### config.mk
export PLATFORM = sky130hd
export DESIGN_NAME = dma_channel_scheduler_flat
export DESIGN_NICKNAME = d
export VERILOG_FILES = /design/src/rtl/dma_channel_scheduler_pkg.sv /design/src/rtl/dma_channel_scheduler_if.sv /design/src/rtl/dma_channel_scheduler_rr_arbiter.sv /design/src/rtl/dma_channel_scheduler.sv /design/src/flat_wrapper.sv
export SDC_FILE = /design/constraint.sdc
export NUM_CORES = 1
export LEC_CHECK = 0
export CAP_MARGIN = 20
export CORE_ASPECT_RATIO = 1.1
export CORE_MARGIN = 4
export CORE_UTILIZATION = 46
export CTS_BUF_LIST = sky130_fd_sc_hd__clkbuf_16
export CTS_CLUSTER_DIAMETER = 120
export DETAILED_ROUTE_END_ITERATION = 10
export PLACE_DENSITY = 0.84
export REMOVE_ABC_BUFFERS = 1
export SYNTH_ARGS = -nofsm -noshare
export SYNTH_HDL_FRONTEND = slang
export SYNTH_SLANG_ARGS = --single-unit
export TNS_END_PERCENT = 30
### constraint.sdc
create_clock -name clk -period 2.4 [get_ports clk]
set_clock_uncertainty 0.1 [all_clocks]
set_input_delay 0.48 -clock clk [delete_from_list [all_inputs] [get_ports clk]]
set_output_delay 0.48 -clock clk [all_outputs]
set_load 0.1 [all_outputs]
### src/rtl/dma_channel_scheduler_pkg.sv
// Shared types and helpers for the DMA channel scheduler.
package dma_channel_scheduler_pkg;

  localparam int ADDR_W_DEF = 32;

  typedef enum logic [1:0] {
    IDLE     = 2'd0,
    ISSUE    = 2'd1,
    WAIT     = 2'd2,
    COMPLETE = 2'd3
  } state_t;

  function automatic int clog2(input int v);
    int r;
    r = 0;
    for (int i = 0; i < 31; i++) if ((1 << i) < v) r = i + 1;
    return r;
  endfunction

endpackage

### src/rtl/dma_channel_scheduler_if.sv
// Channel-side descriptor bus and engine-side command bus.
interface dma_ch_if #(parameter int NUM_CH = 4, parameter int ADDR_W = 32);
  logic [NUM_CH-1:0]        ch_req;
  logic [NUM_CH*ADDR_W-1:0] ch_src;
  logic [NUM_CH*ADDR_W-1:0] ch_dest;
  logic [NUM_CH*ADDR_W-1:0] ch_size;
  logic [NUM_CH-1:0]        ch_ack;
  logic [NUM_CH-1:0]        ch_done;
  logic [NUM_CH-1:0]        ch_err;

  modport master (output ch_req, ch_src, ch_dest, ch_size, input ch_ack, ch_done, ch_err);
  modport slave  (input ch_req, ch_src, ch_dest, ch_size, output ch_ack, ch_done, ch_err);
endinterface

interface dma_eng_if #(parameter int ADDR_W = 32);
  logic              dma_start;
  logic [ADDR_W-1:0] dma_src;
  logic [ADDR_W-1:0] dma_dest;
  logic [ADDR_W-1:0] dma_size;
  logic              dma_busy;
  logic              dma_done;

  modport master (output dma_start, dma_src, dma_dest, dma_size, input dma_busy, dma_done);
  modport slave  (input dma_start, dma_src, dma_dest, dma_size, output dma_busy, dma_done);
endinterface

### src/rtl/dma_channel_scheduler_rr_arbiter.sv
// Round-robin pick: first pending index strictly after last_grant, wrapping upward.
module dma_rr_arbiter
  import dma_channel_scheduler_pkg::*;
#(
  parameter  int NUM_CH = 4,
  localparam int CH_W   = clog2(NUM_CH)
) (
  input  logic [NUM_CH-1:0] pend,
  input  logic [CH_W-1:0]   last_grant,
  output logic              grant_valid,
  output logic [CH_W-1:0]   grant_idx
);

  // Scan farthest-first so the nearest pending channel after last_grant overwrites last.
  always_comb begin
    grant_valid = 1'b0;
    grant_idx   = '0;
    for (int k = NUM_CH; k >= 1; k--) begin
      if (pend[(int'(last_grant) + k) % NUM_CH]) begin
        grant_valid = 1'b1;
        grant_idx   = CH_W'((int'(last_grant) + k) % NUM_CH);
      end
    end
  end

endmodule

### src/rtl/dma_channel_scheduler.sv
// Latches per-channel descriptors and time-shares one DMA engine round-robin.
module dma_channel_scheduler
  import dma_channel_scheduler_pkg::*;
#(
  parameter  int NUM_CH      = 4,
  parameter  int ADDR_W      = ADDR_W_DEF,
  parameter  int TIMEOUT_CYC = 64,
  localparam int CH_W        = clog2(NUM_CH),
  localparam int CNT_W       = clog2(TIMEOUT_CYC + 1)
) (
  input  logic            clk,
  input  logic            reset_n,
  dma_ch_if.slave         ch,
  dma_eng_if.master       eng,
  output logic            sched_busy,
  output logic [CH_W-1:0] active_ch
);

  state_t                         state;
  logic [NUM_CH-1:0]              pend;
  logic [NUM_CH-1:0]              ack_q;
  logic [NUM_CH-1:0]              cap;
  logic [NUM_CH-1:0][ADDR_W-1:0]  src_r, dest_r, size_r;
  logic [CH_W-1:0]                last_grant;
  logic [CNT_W-1:0]               cnt;
  logic                           err_flag;
  logic                           grant_valid;
  logic [CH_W-1:0]                grant_idx;
  logic [NUM_CH-1:0]              act_oh;

  dma_rr_arbiter #(.NUM_CH(NUM_CH)) u_arb (
    .pend        (pend),
    .last_grant  (last_grant),
    .grant_valid (grant_valid),
    .grant_idx   (grant_idx)
  );

  // The ack guard keeps a still-high req from re-capturing in the cycle it is being dropped.
  assign cap = ch.ch_req & ~pend & ~ack_q;

  always_ff @(posedge clk) begin
    if (!reset_n) begin
      state        <= IDLE;
      pend         <= '0;
      ack_q        <= '0;
      src_r        <= '0;
      dest_r       <= '0;
      size_r       <= '0;
      last_grant   <= CH_W'(NUM_CH - 1);
      cnt          <= '0;
      err_flag     <= 1'b0;
      active_ch    <= '0;
      eng.dma_src  <= '0;
      eng.dma_dest <= '0;
      eng.dma_size <= '0;
    end else begin
      ack_q <= cap;
      for (int i = 0; i < NUM_CH; i++) begin
        if (cap[i]) begin
          pend[i]   <= 1'b1;
          src_r[i]  <= ch.ch_src[i*ADDR_W +: ADDR_W];
          dest_r[i] <= ch.ch_dest[i*ADDR_W +: ADDR_W];
          size_r[i] <= ch.ch_size[i*ADDR_W +: ADDR_W];
        end
      end
      case (state)
        IDLE: if (grant_valid && !eng.dma_busy) begin
          active_ch    <= grant_idx;
          eng.dma_src  <= src_r[grant_idx];
          eng.dma_dest <= dest_r[grant_idx];
          eng.dma_size <= size_r[grant_idx];
          err_flag     <= 1'b0;
          state        <= (size_r[grant_idx] == '0) ? COMPLETE : ISSUE;
        end
        ISSUE: begin
          cnt   <= '0;
          state <= WAIT;
        end
        WAIT: begin
          cnt <= cnt + 1'b1;
          if (eng.dma_done) begin
            state <= COMPLETE;
          end else if (cnt == CNT_W'(TIMEOUT_CYC - 1)) begin
            err_flag <= 1'b1;
            state    <= COMPLETE;
          end
        end
        COMPLETE: begin
          pend[active_ch] <= 1'b0;
          last_grant      <= active_ch;
          state           <= IDLE;
        end
        default: state <= IDLE;
      endcase
    end
  end

  assign act_oh        = NUM_CH'(1) << active_ch;
  assign ch.ch_ack     = ack_q;
  assign ch.ch_done    = (state == COMPLETE && !err_flag) ? act_oh : '0;
  assign ch.ch_err     = (state == COMPLETE &&  err_flag) ? act_oh : '0;
  assign eng.dma_start = (state == ISSUE);
  assign sched_busy    = (state != IDLE);

endmodule

### src/flat_wrapper.sv
// flat-port wrapper written by rule: the top's interface ports become plain ports
module dma_channel_scheduler_flat import dma_channel_scheduler_pkg::*;
#(
  parameter  int NUM_CH      = 4,
  parameter  int ADDR_W      = ADDR_W_DEF,
  parameter  int TIMEOUT_CYC = 64,
  localparam int CH_W        = clog2(NUM_CH),
  localparam int CNT_W       = clog2(TIMEOUT_CYC + 1)
)
  (clk, reset_n, sched_busy, active_ch, ch_ch_req, ch_ch_src, ch_ch_dest, ch_ch_size, ch_ch_ack, ch_ch_done, ch_ch_err, eng_dma_start, eng_dma_src, eng_dma_dest, eng_dma_size, eng_dma_busy, eng_dma_done);
  dma_ch_if #(.NUM_CH(NUM_CH), .ADDR_W(ADDR_W)) ch_i ();
  dma_eng_if #(.ADDR_W(ADDR_W)) eng_i ();
  input  logic clk;
  input  logic reset_n;
  output logic sched_busy;
  output logic [CH_W-1:0] active_ch;
  input wire logic [$bits(ch_i.ch_req)-1:0] ch_ch_req;
  input wire logic [$bits(ch_i.ch_src)-1:0] ch_ch_src;
  input wire logic [$bits(ch_i.ch_dest)-1:0] ch_ch_dest;
  input wire logic [$bits(ch_i.ch_size)-1:0] ch_ch_size;
  output wire logic [$bits(ch_i.ch_ack)-1:0] ch_ch_ack;
  output wire logic [$bits(ch_i.ch_done)-1:0] ch_ch_done;
  output wire logic [$bits(ch_i.ch_err)-1:0] ch_ch_err;
  output wire logic [$bits(eng_i.dma_start)-1:0] eng_dma_start;
  output wire logic [$bits(eng_i.dma_src)-1:0] eng_dma_src;
  output wire logic [$bits(eng_i.dma_dest)-1:0] eng_dma_dest;
  output wire logic [$bits(eng_i.dma_size)-1:0] eng_dma_size;
  input wire logic [$bits(eng_i.dma_busy)-1:0] eng_dma_busy;
  input wire logic [$bits(eng_i.dma_done)-1:0] eng_dma_done;
  assign ch_i.ch_req = ch_ch_req;
  assign ch_i.ch_src = ch_ch_src;
  assign ch_i.ch_dest = ch_ch_dest;
  assign ch_i.ch_size = ch_ch_size;
  assign ch_ch_ack = ch_i.ch_ack;
  assign ch_ch_done = ch_i.ch_done;
  assign ch_ch_err = ch_i.ch_err;
  assign eng_dma_start = eng_i.dma_start;
  assign eng_dma_src = eng_i.dma_src;
  assign eng_dma_dest = eng_i.dma_dest;
  assign eng_dma_size = eng_i.dma_size;
  assign eng_i.dma_busy = eng_dma_busy;
  assign eng_i.dma_done = eng_dma_done;
  dma_channel_scheduler #(.NUM_CH(NUM_CH), .ADDR_W(ADDR_W), .TIMEOUT_CYC(TIMEOUT_CYC)) u_core (.clk(clk), .reset_n(reset_n), .ch(ch_i), .eng(eng_i), .sched_busy(sched_busy), .active_ch(active_ch));
endmodule
==> metrics.txt <==
GR Util met2=0.499; Port Buffers=between 500 and 600; CTS root buf=clkbuf_16; Starting Density=0.465; f_max=about 400 MHz; FF+latch count, synth=502; worst r2r src=u_core.pend[1]$_SDFF_PN0_; Max Slew Vio Count=0; Reg2Reg Depth=11; complex-gate fraction of the synthesized area=0.201; asr flop ratio synth=0; mux contribution to synthesized area=0.0231; H-tree levels=2; minimum clock period=between 2000 and 2500 ps; DP HPWL=54300 um; Hold Buf Count CTS=0; P&R area growth vs syn=41.1%; GR Util met3=0.0676; WL final=79600 um; R2R setup slack=-90 ps; top-count cell post-synth=nand2_1; VDD IR max=486 uV; RSZ-0062 raised after global routing=true; Netlist cell types=41; clock buffer depth=3; ys flop type=dfxtp_1; number of global-route vias before repair=about 22k; Worst-Skew Late Latency=around 600 ps; top cells by count, synth=nand2_1 (1133), dfxtp_1 (502), a21boi_0 (403); Synth Area in Adders=0.00289; vias per cell=5.69; fin cells=between 3k and 4k; CP Class=flop to flop; final worst slack=-94.1 ps; Congestion Overflow GR=0; synth warn=0; Max Cap Viol=0; Final nets=between 3k and 4k; die area=50700 um^2; Yosys top cell area share=0.464; Detail Route Antenna Nets=0; final RePlAce weighted congestion=0.900; Hold WC Path Type=input port to flop; WP data arrival=2900 ps; Critical Path RT=2800 ps; Fin. Hold Viols=0; number of synthesized flops with an enable pin=0; XOR/XNOR share of the synthesized area=0.00162; Synth area leaders=dfxtp_1 (46%), nand2_1 (20%), a21boi_0 (14%), clkbuf_1 (3.3%), a311oi_1 (3.2%); post-synthesis cell count=2766; Die Wd=215 um; antenna violations before repair=13; Remaining DRCs=0; routing usage on met1=0.345; Power Density=761 nW/um^2; status=complete, but fails checks; Setup crit start kind=flop; chip height=236 um; Cell Rows=83; via count=between 20k and 25k; Yosys top cell by area=dfxtp_1; hold depth=2; initial drt markers=~2.2k; clock sinks=502; Synth Area in Simple Gates=0.264; syn_area_per_cell=7.84 um^2; placed insts=3767; DRT Pass-1 Iters=6; WL/cell=20.4 um; Core Footprint=46600 um^2; pin count of the biggest net entering global routing=99; TNS Setup=-242 ps; setup violators final=12; failing checks=negative setup slack; Tcrit/Tclk final=1.04; Clk pin slew, worst setup/hold paths=70 ps; synthesized area=21700 um^2; busiest layer in global routing=met2; I/O pins=504; Worst Path Max Fanout=7; Relative slew margins=0.584; combinational family with the most area after synthesis=simple AND/OR/NAND/NOR gates; share of cells above drive strength 1=0.128; sequential area share after synthesis=0.464; crit path capture type=flop; global-route wire length before repair=121000 um; gr usage total=0.296; worst-margin pin slew=618 ps; WHS Endpoint=u_core.size_r[82]$_SDFFE_PN0P_; Num CTS Buffers=51; min-delay src=reset_n; CTS tree=yes; hold slack final=123 ps; Lkg Pwr=between 10 and 15 nW; FF-to-FF End=u_core.eng.dma_src[27]$_SDFFE_PN0P_
-- where the power goes --
group	switching (mW)	internal (mW)	total, mW
clock	3.42	4.55	7.97
sequential	0.399	8.91	9.31
combinational	3.65	2.35	5.99
-- sequential cells by signal (all words and copies together), names as in the netlist, 2 cells and up --
name / flops
u_core.state: 2
u_core.ch.ch_ack: 4
u_core.last_grant: 2
u_core.eng.dma_dest: 32
u_core.dest_r: 128
u_core.size_r: 128
u_core.pend: 4
u_core.eng.dma_size: 32
u_core.cnt: 7
u_core.active_ch: 2
u_core.src_r: 128
u_core.eng.dma_src: 32
-- area by class of cell --
| cell class | instances | area [um^2] |
|---|---|---|
| well taps | 595 | 744 |
| inverters | 7 | 26.3 |
| diodes | 7 | 17.5 |
| fillers | 3633 | 16000 |
| repair buffers | 663 | 6960 |
| multi-input cells | 2029 | 11100 |
| flip-flops and latches | 502 | 10100 |
| clock inverters | 41 | 339 |
| clock buffers | 53 | 1330 |
-- how the worst max path moves through the flow --
stage	start	to	slack, ps	cells past startpoint
5_1_grt	u_core.pend[1]$_SDFF_PN0_	u_core.state[1]$_SDFFE_PN0P_	-160	9
6_report	u_core.pend[1]$_SDFF_PN0_	u_core.eng.dma_src[27]$_SDFFE_PN0P_	-90	11
3_5_place_dp	u_core.pend[1]$_SDFF_PN0_	u_core.eng.dma_dest[5]$_SDFFE_PN0P_	-290	9
4_1_cts	u_core.pend[1]$_SDFF_PN0_	u_core.eng.dma_src[1]$_SDFFE_PN0P_	-10	12
2_1_floorplan	u_core.pend[0]$_SDFF_PN0_	u_core.state[1]$_SDFFE_PN0P_	-5760	5
3_3_place_gp	u_core.pend[1]$_SDFF_PN0_	u_core.eng.dma_dest[31]$_SDFFE_PN0P_	-150	9
-- repair_timing --
item                       in CTS  in global routing
gates resized for setup        34                 46
buffers inserted               18                  4
setup endpoints to repair      83                 79
pin swaps                      14                 21
gates cloned                    4                  3
-- per-stage QoR --
step	area, um^2	setup WS [ps]	utilization	power, mW
floorplan	20800	-5760	-	12.5
detailed placement	28100	-292	0.603	15.0
global placement	28100	-154	0.603	14.9
global route	30600	-156	0.656	24.1
finish	30600	-94.1	0.656	23.3
CTS	30200	-10.9	0.648	23.1
-- routing by layer --
layer	part of all wire	vias to the layer above
li1	-	10156
met1	0.37	10452
met2	0.48	1247
met3	0.088	315
met4	0.060	10
met5	0.00080	-
-- critical path, cell delays in order, from the launching register on --
cell	delay, ps
dfxtp_4	370
or3b_4	410
buf_4	160
o221ai_4	110
buf_12	170
buf_6	140
clkbuf_16	160
nand2_1	80
and3_1	180
a311oi_1	240
a21oi_1	110
nor2b_1	190
-- layout by cell type, fill, tap and decap left out, types with 9 or more instances in the layout --
cell and count:
nor4_1 9, clkinv_2 14, a311oi_1 63, dfxtp_1 495, clkbuf_16 56, buf_4 188
nor2b_1 83, clkdlybuf4s50_1 390, a21boi_0 403, nand3_1 11, and3_1 78, inv_1 12
buf_6 10, nand2_1 1130, nor3_1 10, buf_12 67, mux2i_1 47, a21oi_1 84
a311oi_2 16, nor2_1 10
-- cells by family after synthesis --
group / count (synthesis)
flops: 502
mux: 50
compound gates: 593
simple gates: 1376
fa+ha+maj: 5
buf+inv: 236
xor+xnor: 4
No activity file was read; power rests on OpenSTA's default activity.
==> RTL change 1, RTL diff (config.mk and constraints unchanged) <==
One comparison of `cnt` changes from == to >=.
--- a/src/rtl/dma_channel_scheduler.sv
+++ b/src/rtl/dma_channel_scheduler.sv
@@ -81,5 +81,5 @@
           if (eng.dma_done) begin
             state <= COMPLETE;
-          end else if (cnt == CNT_W'(TIMEOUT_CYC - 1)) begin
+          end else if (cnt >= CNT_W'(TIMEOUT_CYC - 1)) begin
             err_flag <= 1'b1;
             state    <= COMPLETE;
Function: same outputs for any inputs over 4 cycles, from zero or initial values and one cycle with reset_n low; that may be too few to reach the edited logic, so the function may still have changed.
==> RTL change 1 against the unedited design <==
The flow still finishes with violations (setup timing). Setup slack got worse by 0.060 ns. Sequential cell count did not move. Design area fell by 4.3%. Non-clock buffer count fell by 54. Wire length fell by 5.4%. Total power fell by 5.6%. Area after synthesis fell by 0.90%. Highest routed layer unchanged.
==> RTL change 1: results (changes against the unedited design) <==
outcome:
  status: "finished, violations left"
  violations: "setup timing"
clocking:
  htreeDepth: 2  # unchanged
  clk_pin_slew_worst_paths_ns: 0.06
  cts_root_buf: "clkbuf_16"
  cts_buffers: 52  # +2.0%
  clk-insertion-delay-late_ns: 0.59
  cts_buffer_depth: 3  # unchanged
grt:
  grt_pass1_vias: 21300  # -4.1%
  antenna_found_initial: 24  # +11
  grtUsageTotal_pct: 28.5  # -1.1 points
  grt_pass1_wl_um: 117000  # -3.8%
  grt_max_degree: 134  # +35%
critical_path:
  cpLargestDelayFamily: "simple AND/OR/NAND/NOR gates"
  reg2reg_depth: 9  # -2
  worst_path_largest_cell_delay_ns: 0.47  # +0.06 ns
  r2r_start: "u_core.last_grant[0]"
  reg2reg_slack_ns: -0.15  # -0.06 ns
  crit_fanout: 4  # -3
  r2r_end: "u_core.state[1]"
  critPathArrivalTime_ns: 2.97  # +0.07 ns
  cp_slowest_cell: "mux4_2"
drt:
  dr.pass1.iters: 5  # -1
  routed_wirelength_um: 75300  # -5.4%
  drt-initial-drc-count: 1688  # -24%
  vias: 21700  # -2.3%
worst_hold_path:
  worstHoldStart: "reset_n"
  holdPathEnd: "u_core.dest_r[77]"
  whs_path_depth: 2  # unchanged
  hp-class: "input port to flop"
power_and_ir_drop:
  ir_drop_uv: 567  # +17%
  power_leakage_nw: 11.0  # -3.3%
  internal_power_mw: 14.9  # -5.6%
placement:
  placed_area_um2: 27400  # -2.6%
  io_buffers: 503  # unchanged
  globalplace.congestion: 0.887  # -1.4%
  post-dp-hpwl_um: 49500  # -8.8%
sta:
  whs_ns: 0.191  # +0.0684 ns
  worst_slack_ns: -0.154  # -0.0598 ns
  finalSetupTns_ns: -0.230  # +0.0118 ns
  setup_viol_count_final: 3  # -9
  max_slew.worst_pin.slew_ns: 0.677  # +0.0590 ns
synthesis:
  synth_edf_count: 0  # unchanged
  synth_cell_types: 39  # -4.9%
  yosysSeqAreaShare_pct: 46.8  # +0.42 points
  yosys_warnings: 0  # unchanged
  synth_area_leaders: "dfxtp_1 47%, nand2_1 21%, a21boi_0 13%"
  synth_top_cells_by_count: "1176 x nand2_1, 502 x dfxtp_1, 385 x a21boi_0"
  ys.flop_type: "dfxtp_1"
finish:
  fin_nets: 3662  # +0.30%
  drive_gt1_share_pct: 10.2  # -2.6 points
  top_regs: "u_core.dest_r x128, u_core.size_r x128, u_core.src_r x128"
  fillers: 3859  # +6.2%
==> RTL change 1: routing by layer <==
metal	track usage, %	vias up	routed length (um)
li1	-	10200	-
met1	35.2	10200	30100
met2	46.7	1035	34900
met3	6.02	258	6170
met4	15.9	10	4140
met5	0	-	57
==> RTL change 1: kinds of logic (layout without fill, tap and decap cells) <==
kind of cell               Yosys count  count (layout)  share of synthesized area, %
and+or+nand+nor                   1566            1566                          30.0
muxes                                7               7                         0.676
xor gates and xnor gates             4               4                         0.163
buffers and inverters              239             699                          4.30
other                                0              20                             0
DFF                                502             502                          46.8
adders and majority gates            5               5                         0.291
AOI/OAI and AO/OA                  513             513                          17.7
==> RTL change 1: cell type report <==
cell class / count / area (um2) / share of cell area [%]
well taps: 588 / 736 / 2.51
flip-flops and latches: 502 / 10100 / 34.4
repair buffers: 609 / 6110 / 20.9
clock inverters: 32 / 190 / 0.649
clock buffers: 53 / 1330 / 4.53
inverters: 5 / 18.8 / 0.0641
multi-input cells: 2095 / 10800 / 36.8
diodes: 20 / 50.0 / 0.171
==> RTL change 1: timing repair <==
| action | in CTS | in global routing |
|---|---|---|
| pin swaps | 6 | 7 |
| buffers inserted | 6 | 4 |
| resized for setup | 32 | 24 |
| endpoints found under the setup margin | 9 | 39 |
==> RTL change 1: worst max path at each step <==
stage / start / endpoint / slack, ns / depth (start not counted)
6_report: u_core.last_grant[0] / u_core.state[1] / -0.15 / 9
5_1_grt: u_core.last_grant[0] / u_core.state[1] / -0.20 / 9
4_1_cts: u_core.last_grant[0] / u_core.state[1] / -0.09 / 9
3_5_place_dp: u_core.last_grant[0] / u_core.state[1] / -0.27 / 8
3_3_place_gp: u_core.pend[0] / u_core.state[1] / -0.21 / 8
2_1_floorplan: u_core.pend[2] / u_core.state[1] / -8.66 / 8
==> RTL change 1: power groups by stage <==
stage,sequential (mW),combinational [mW],clock [mW]
global placement,9.39,5.02,0
finish,9.26,5.21,7.48
detailed placement,9.40,5.07,0
floorplan,10.2,1.98,0
global route,9.31,5.55,7.87
CTS,9.24,5.14,7.55
==> RTL change 1: through the flow <==
step	cells	worst slack, ns
final	3904	-0.154
after global routing	3901	-0.203
after CTS	3880	-0.0948
after detailed placement	3789	-0.265
after global placement	3789	-0.209
after floorplan	2602	-8.66
==> RTL change 2, RTL diff (config.mk and constraints unchanged) <==
Without the edit above. `ADDR_W_DEF`: 32 -> 28.
--- a/src/rtl/dma_channel_scheduler_pkg.sv
+++ b/src/rtl/dma_channel_scheduler_pkg.sv
@@ -2,5 +2,5 @@
 package dma_channel_scheduler_pkg;
 
-  localparam int ADDR_W_DEF = 32;
+  localparam int ADDR_W_DEF = 28;
 
   typedef enum logic [1:0] {
Ports: changed (6 resized); port bits go from 504 to 444. No check against the original RTL was run, so the function may have changed too.
==> RTL change 2 against the unedited design <==
The run still ends with setup timing left. Design area down 10%. Wire length decreased by 10%. Sequential cell count fell by 60. Critical path depth did not move. Area after synthesis is 12% lower. Die area down 12%. First-iteration DRC count shrank 36%. Total power increased by 2.1%. Setup slack worse by 0.36 ns. Sequential share of layout area is 0.57 points lower. Critical endpoint is now u_core.state[1]. Largest power group unchanged.
==> RTL change 2: results (changes against the unedited design) <==
outcome:
  status: "finished, violations left"
  violations: "setup timing"
finish:
  diodes: 4  # -3
  ff_latch_area_um2: 8860  # -12%
  buffers: 577  # -13%
  top_regs: "u_core.dest_r x112, u_core.size_r x112, u_core.src_r x112"
  drive_gt1_share_pct: 14.7  # +1.9 points
  nonClkBufAreaFrac_pct: 22.4  # -0.31 points
  fin_area_um2: 27400  # -10%
  fillers: 3027  # -17%
  n_clock_buffer: 49  # -7.5%
  inv_count: 6  # -1
  nFlopsAndLatches: 442  # -12%
sta:
  finalSetupTns_ns: -6.44  # -6.20 ns
  whs_ns: 0.263  # +0.140 ns
  setup_viol_count_final: 71  # +59
  worst_slack_ns: -0.459  # -0.365 ns
  maxSlewHeadroom_pct: 60.0  # +1.6 points
synthesis:
  synth_top_cells_by_count: "1002 x nand2_1, 442 x dfxtp_1, 359 x a21boi_0"
  yosysSeqAreaShare_pct: 46.4  # about the same
  synth_cell_types: 43  # +4.9%
  avgSynthCellArea_um2: 7.84  # +0.11%
power_and_ir_drop:
  ir_drop_uv: 548  # +13%
  seq-power_mw: 8.41  # -9.7%
  internal_power_mw: 15.3  # -3.0%
  pwr-share-comb_pct: 32.8  # +7.0 points
critical_path:
  cpLargestDelayFamily: "compound AO/OA/AOI/OAI gates"
  crit_fanout: 6  # -1
  cp_slowest_cell: "dfxtp_4"
  worst_path_largest_cell_delay_ns: 0.37  # -0.04 ns
  r2r_end: "u_core.state[1]"
placement:
  pre_cts_slack_ns: -0.388  # -0.0960 ns
  globalplace.congestion: 0.891  # -0.99%
grt:
  grt_util_met3_pct: 4.11  # -2.7 points
  grt_pass1_wl_um: 106000  # -13%
  grt_max_degree: 91  # -8.1%
  grt_use_met2_pct: 49.6  # -0.29 points
  grt_pass1_vias: 19600  # -12%
  grtUsageTotal_pct: 29.1  # -0.48 points
drt:
  dr.pass1.iters: 5  # -1
  vias: 19400  # -12%
worst_hold_path:
  holdPathEnd: "u_core.size_r[66]"
clocking:
  clk-insertion-delay-late_ns: 0.57  # -0.03 ns
## RTL change 2: cell count changes after synthesis, sizes merged, moves of 12 or more
cell    delta
clkbuf    -41
and3      -12
a21boi    -43
nor2b     -19
nand2    -131
nor4      -12
a21oi     -13
a311oi    -19
dfxtp     -60
## RTL change 2: per-layer routing
metal	up-vias	share of wire (%)
li1	8916	-
met1	9247	38
met2	1023	48
met3	259	8.4
met4	0	5.5
met5	-	0
## RTL change 2: repair_timing
action | 4_1_cts | 5_1_grt
resized for setup | 70 | 94
cloned | 8 | 8
buffers inserted | 10 | 26
pin swaps | 10 | 22
endpoints found under the setup margin | 62 | 83
## RTL change 2: cells by family (layout without fill, tap and decap cells)
family          Yosys count  count (layout)  synth area share (%)
xor+xnor                  4               4                 0.184
other cells               0               4                     0
fa+ha+maj                 5               5                 0.328
mux                      43              43                  2.27
flops                   442             442                  46.4
buf+inv                 201             668                  4.42
compound gates          526             527                  20.1
simple gates           1211            1211                  26.3
